--- src/rtl/ram_fifo_ctrl.sv ---
// FIFO controller that turns a single-port RAM into a queue with a one-word output register.
// Optional feature macro: RAM_FIFO_AFULL_EN adds the AlmostFull output.
module ram_fifo_ctrl #(
    parameter int ADDR_WIDTH   = 4,
    parameter int MEMORY_DEPTH = 8,
    parameter int MEM_WIDTH    = 16
) (
    input  logic                  Clk,
    input  logic                  Rst,
    input  logic                  InValid,
    output logic                  InReady,
    input  logic [MEM_WIDTH-1:0]  InData,
    output logic                  OutValid,
    input  logic                  OutReady,
    output logic [MEM_WIDTH-1:0]  OutData,
    output logic                  WrEn,
    output logic                  RdEn,
    output logic [ADDR_WIDTH-1:0] Address,
    output logic [MEM_WIDTH-1:0]  WrData,
    input  logic [MEM_WIDTH-1:0]  RdData,
    output logic [ADDR_WIDTH:0]   Count,
    output logic                  Full,
    output logic                  Empty
`ifdef RAM_FIFO_AFULL_EN
    ,
    output logic                  AlmostFull
`endif
);

    localparam int CW = ADDR_WIDTH + 1;
    localparam logic [ADDR_WIDTH-1:0] LAST_PTR  = ADDR_WIDTH'(MEMORY_DEPTH - 1);
    localparam logic [CW-1:0]         DEPTH_CNT = CW'(MEMORY_DEPTH);

    typedef enum logic {S_IDLE, S_RD} state_t;

    state_t                state_q,    state_d;
    logic [ADDR_WIDTH-1:0] wr_ptr_q,   wr_ptr_d;
    logic [ADDR_WIDTH-1:0] rd_ptr_q,   rd_ptr_d;
    logic [CW-1:0]         ram_cnt_q,  ram_cnt_d;
    logic                  out_valid_q, out_valid_d;
    logic [MEM_WIDTH-1:0]  out_data_q, out_data_d;

    logic pop;
    logic full;
    logic need_fetch;
    logic do_rd;
    logic do_wr;
    logic in_ready;

    function automatic logic [ADDR_WIDTH-1:0] next_ptr(input logic [ADDR_WIDTH-1:0] p);
        next_ptr = (p == LAST_PTR) ? '0 : p + ADDR_WIDTH'(1);
    endfunction

    always_comb begin
        pop        = out_valid_q && OutReady;
        full       = (ram_cnt_q == DEPTH_CNT);
        // Refill the output register as soon as it is (or is about to become) empty.
        need_fetch = (state_q == S_IDLE) && (ram_cnt_q != '0) && (!out_valid_q || pop);
        do_rd      = need_fetch && !Rst;
        in_ready   = !Rst && !need_fetch && !full;
        do_wr      = InValid && in_ready;

        WrEn    = do_wr;
        RdEn    = do_rd;
        Address = '0;
        WrData  = '0;
        if (do_rd) begin
            Address = rd_ptr_q;
        end else if (do_wr) begin
            Address = wr_ptr_q;
            WrData  = InData;
        end

        wr_ptr_d  = do_wr ? next_ptr(wr_ptr_q) : wr_ptr_q;
        rd_ptr_d  = do_rd ? next_ptr(rd_ptr_q) : rd_ptr_q;
        ram_cnt_d = ram_cnt_q;
        if (do_wr) begin
            ram_cnt_d = ram_cnt_q + CW'(1);
        end else if (do_rd) begin
            ram_cnt_d = ram_cnt_q - CW'(1);
        end

        state_d     = state_q;
        out_valid_d = out_valid_q;
        out_data_d  = out_data_q;
        case (state_q)
            S_IDLE: begin
                if (do_rd) begin
                    state_d = S_RD;
                end
                if (pop) begin
                    out_valid_d = 1'b0;
                end
            end
            S_RD: begin
                // RdData answers the read issued in the previous cycle.
                state_d     = S_IDLE;
                out_valid_d = 1'b1;
                out_data_d  = RdData;
            end
            default: state_d = S_IDLE;
        endcase
    end

    always_ff @(posedge Clk) begin
        if (Rst) begin
            state_q     <= S_IDLE;
            wr_ptr_q    <= '0;
            rd_ptr_q    <= '0;
            ram_cnt_q   <= '0;
            out_valid_q <= 1'b0;
            out_data_q  <= '0;
        end else begin
            state_q     <= state_d;
            wr_ptr_q    <= wr_ptr_d;
            rd_ptr_q    <= rd_ptr_d;
            ram_cnt_q   <= ram_cnt_d;
            out_valid_q <= out_valid_d;
            out_data_q  <= out_data_d;
        end
    end

    assign InReady  = in_ready;
    assign OutValid = out_valid_q;
    assign OutData  = out_data_q;
    assign Count    = ram_cnt_q + CW'(out_valid_q);
    assign Full     = full;
    assign Empty    = (ram_cnt_q == '0) && !out_valid_q;

`ifdef RAM_FIFO_AFULL_EN
    assign AlmostFull = (ram_cnt_q >= CW'(MEMORY_DEPTH - 1));
`endif

endmodule
--- config.mk ---
export PLATFORM = sky130hd
export DESIGN_NAME = ram_fifo_ctrl
export DESIGN_NICKNAME = d
export VERILOG_FILES = /design/src/rtl/ram_fifo_ctrl.sv
export SDC_FILE = /design/constraint.sdc
export NUM_CORES = 1
export LEC_CHECK = 0
export BUFFER_PORTS_ARGS = -buffer_cell sky130_fd_sc_hd__buf_2
export CAP_MARGIN = 20
export CORE_ASPECT_RATIO = 0.7
export CORE_MARGIN = 3
export CORE_UTILIZATION = 45
export CTS_CLUSTER_SIZE = 10
export DETAILED_ROUTE_END_ITERATION = 16
export GPL_TIMING_DRIVEN = 1
export PLACE_DENSITY = 0.82
export RECOVER_POWER = 50
export REMOVE_ABC_BUFFERS = 1
export SLEW_MARGIN = 20
export SYNTH_ARGS = -nofsm -noshare
export SYNTH_HDL_FRONTEND = slang
export SYNTH_SLANG_ARGS = --single-unit
--- constraint.sdc ---
create_clock -name Clk -period 3.4 [get_ports Clk]
set_clock_uncertainty 0.2 [all_clocks]
set_input_delay 0 -clock Clk [delete_from_list [all_inputs] [get_ports Clk]]
set_output_delay 0 -clock Clk [all_outputs]
set_load 0.01 [all_outputs]
==> impl_metrics.csv <==
group,metric,value,unit
status,status,"finished clean",
setup_path,cpLargestDelayFamily,"compound AO/OA/AOI/OAI gates",
die,dieArea,4426,µm²
timing,rsz0062_at_grt,"no",
setup_path,crit_slowest_cell,"dfxtp_1",
cells_and_area,layout.nets,320,
power_and_ir_drop,ir_drop,0.0003983,V
timing,period_share,0.9048,
die,rows,17,
synthesis,netlist.area_leader.share,0.3775,
die,boundaryPins,83,
setup_path,arrival,3050,ps
route,remaining_drc_errors,0,
route,ant_nets,0,
setup_path,rrSetupSlack,320,ps
global_route,grt_pass1_vias,1379,
setup_path,slowest_delay,390,ps
timing,tns,0,ps
global_route,grt_pass1_wl,6824,µm
synthesis,yosysSeqAreaShare,0.3775,
power_and_ir_drop,p_per_area,786.1,nW/µm²
timing,setup_violations,0,
run,maxCapViolCount,0,
power_and_ir_drop,finalPower,1829,µW
setup_path,path_cells,"nor4_4 -> o31a_4 -> and2_4 -> inv_1 -> ha_1 -> a21o_1 -> a21oi_1 -> mux2i_4 -> mux2_4",
synthesis,netlist_area,1644,µm²
setup_path,critical_path_required,3370,ps
placement,place.gp.congestion,0.7476,
timing,slew_headroom,0.1336,
clock_network,cts.reportedPaths.clkPinSlew,70,ps
synthesis,synth_area_per_cell,9.449,µm²
global_route,gr-usage-all-layers,0.1924,
clock_network,clock_latency,280,ps
timing,max_freq,0.3251,GHz
route,vias,1534,
global_route,grt_overflow,0,
clock_network,htree_num_levels,2,
placement,portBuffers,82,
cells_and_area,drive_gt1_frac,0.3152,
die,fp.dieW,78.25,µm
timing,finalHoldViolations,0,
global_route,antenna_found_initial,0,
setup_path,critPathLaunchType,"register",
clock_network,post_cts_resized,0,
die,core_area,3318,µm²
synthesis,yosysMostFrequentCell,"dfxtp_1",
setup_path,path_max_fanout,18,
die,die_height,56.57,µm
clock_network,root_buffer,"clkbuf_8",
global_route,grt_max_degree,36,
synthesis,yosys_warnings,0,
synthesis,yosys_register_bits,31,
worst_hold_path,hp-class,"in2reg",
synthesis,synthCells,174,
timing,drv_slew,0,
cells_and_area,num_antenna_cells,0,
synthesis,yosys.cell_types.count,38,
synthesis,ys.flop_type,"dfxtp_1",
synthesis,synth-edff-count,0,
placement,dp_hpwl,2843,µm
cells_and_area,syn_to_final_growth,41.55,%
die,start_util,0.4955,
route,totalWireLength,4178,µm
timing,tightest_slew,1300,ps
clock_network,cts_tree,"built",
clock_network,cts_sinks,31,
synthesis,synth_common_cells,"dfxtp_1, nor2_1, mux2i_1",
route,drtPass1Iterations,4,
synthesis,synth_area_leader_cell,"dfxtp_1",
setup_path,end_kind,"register",
setup_path,crit_buf_inv,1,
route,wl_per_cell,12.93,µm
route,drtIter0Drc,111,
setup_path,critical_path_class,"reg2reg",
power_and_ir_drop,power_leakage,0.001141,µW
route,vias_per_cell,4.749,
synthesis,async_flop_share,0,
clock_network,cts.path.max_buffers,2,
clock_network,numCtsBuffers,5,
synthesis,synthTopCellsByArea,"dfxtp_1, mux2i_1, nor2_1, ha_1, and3_1",
timing,min_period,3076,ps
[worst min-delay path: stages]
cell and delay [ps]:
buf_2 130, buf_4 250, nor2_1 130
[cell families (layout without fill, tap and decap cells)]
family	after synthesis	in the layout	share of synthesized area
and+or+nand+nor	67	67	0.2146
AOI/OAI and AO/OA	21	21	0.1012
DFF	31	31	0.3775
adders and majority gates	8	8	0.06545
xor gates and xnor gates	8	8	0.04262
muxes	23	23	0.1514
buffers and inverters	16	118	0.04719
[path summary, 6_finish.rpt]
check | startpoint | depth (start not counted) | end
min | Rst | 3 | wr_ptr_q[2]
max | ram_cnt_q[1] | 9 | ram_cnt_q[4]
max reg2reg | ram_cnt_q[1] | 9 | ram_cnt_q[4]
min reg2reg | OutData[9] | 2 | OutData[9]
[routing by layer]
layer  wire [µm]  up-vias  track usage
met5           0        -            0
met4           0        0      0.03242
met3         215        0      0.04647
met2        1984       42       0.3098
met1        1978      689       0.2658
li1            -      803            -
[flip-flops by register name (all words and copies together) (netlist names)]
signal	cells
ram_cnt_q	5
wr_ptr_q	4
OutData	16
OutValid	1
state_q	1
rd_ptr_q	4
[area by class of cell]
| type | instances | area, µm² |
|---|---|---|
| Inverter | 7 | 26.28 |
| Sequential cell | 31 | 620.6 |
| Clock buffer | 6 | 82.58 |
| Timing Repair Buffer | 104 | 588.1 |
| Multi-Input combinational cell | 127 | 945.9 |
| Fill cell | 296 | 991.0 |
| Clock inverter | 1 | 5.005 |
| Tap cell | 47 | 58.81 |
[per-stage QoR]
step                setup WS, ps  hold slack [ps]  area [µm²]    util  std cells
finish                     323.7            69.95        2327  0.7014        323
CTS                        97.75            59.78        2350  0.7081        322
detailed placement         115.5            43.37        2092  0.6305        298
global placement           191.7            32.01        2092  0.6305        298
global route               162.7            87.29        2327  0.7014        323
floorplan                  249.8           -145.6        1593       -        165
[layout by cell type, fill, tap and decap left out, types with 2 or more instances in the layout]
cell	Yosys	layout
nand2_1	6	6
clkbuf_1	5	22
nand3_1	3	3
inv_1	7	7
nor2b_1	4	4
a21oi_1	5	5
and3_2	6	6
xnor2_1	5	5
a22o_1	3	3
nand4_1	2	2
buf_4	0	4
xor2_1	3	3
and3_1	11	11
ha_1	7	7
nor2_1	30	30
dlygate4sd3_1	0	17
buf_2	1	61
mux2i_1	20	20
o21ai_0	2	2
dfxtp_1	31	31
clkbuf_8	0	6
a21o_1	3	3
[repair_timing]
action                                  CTS  global route
hold buffers                             17             0
endpoints found under the setup margin    0             1
setup buffers                             0             1
hold endpoints to repair                 17             0
[power breakdown]
part           switching, µW  internal (µW)
logic                    509            477
clock network            131            159
registers               94.4            459
Note: power is estimated with default switching activity, not from simulation.
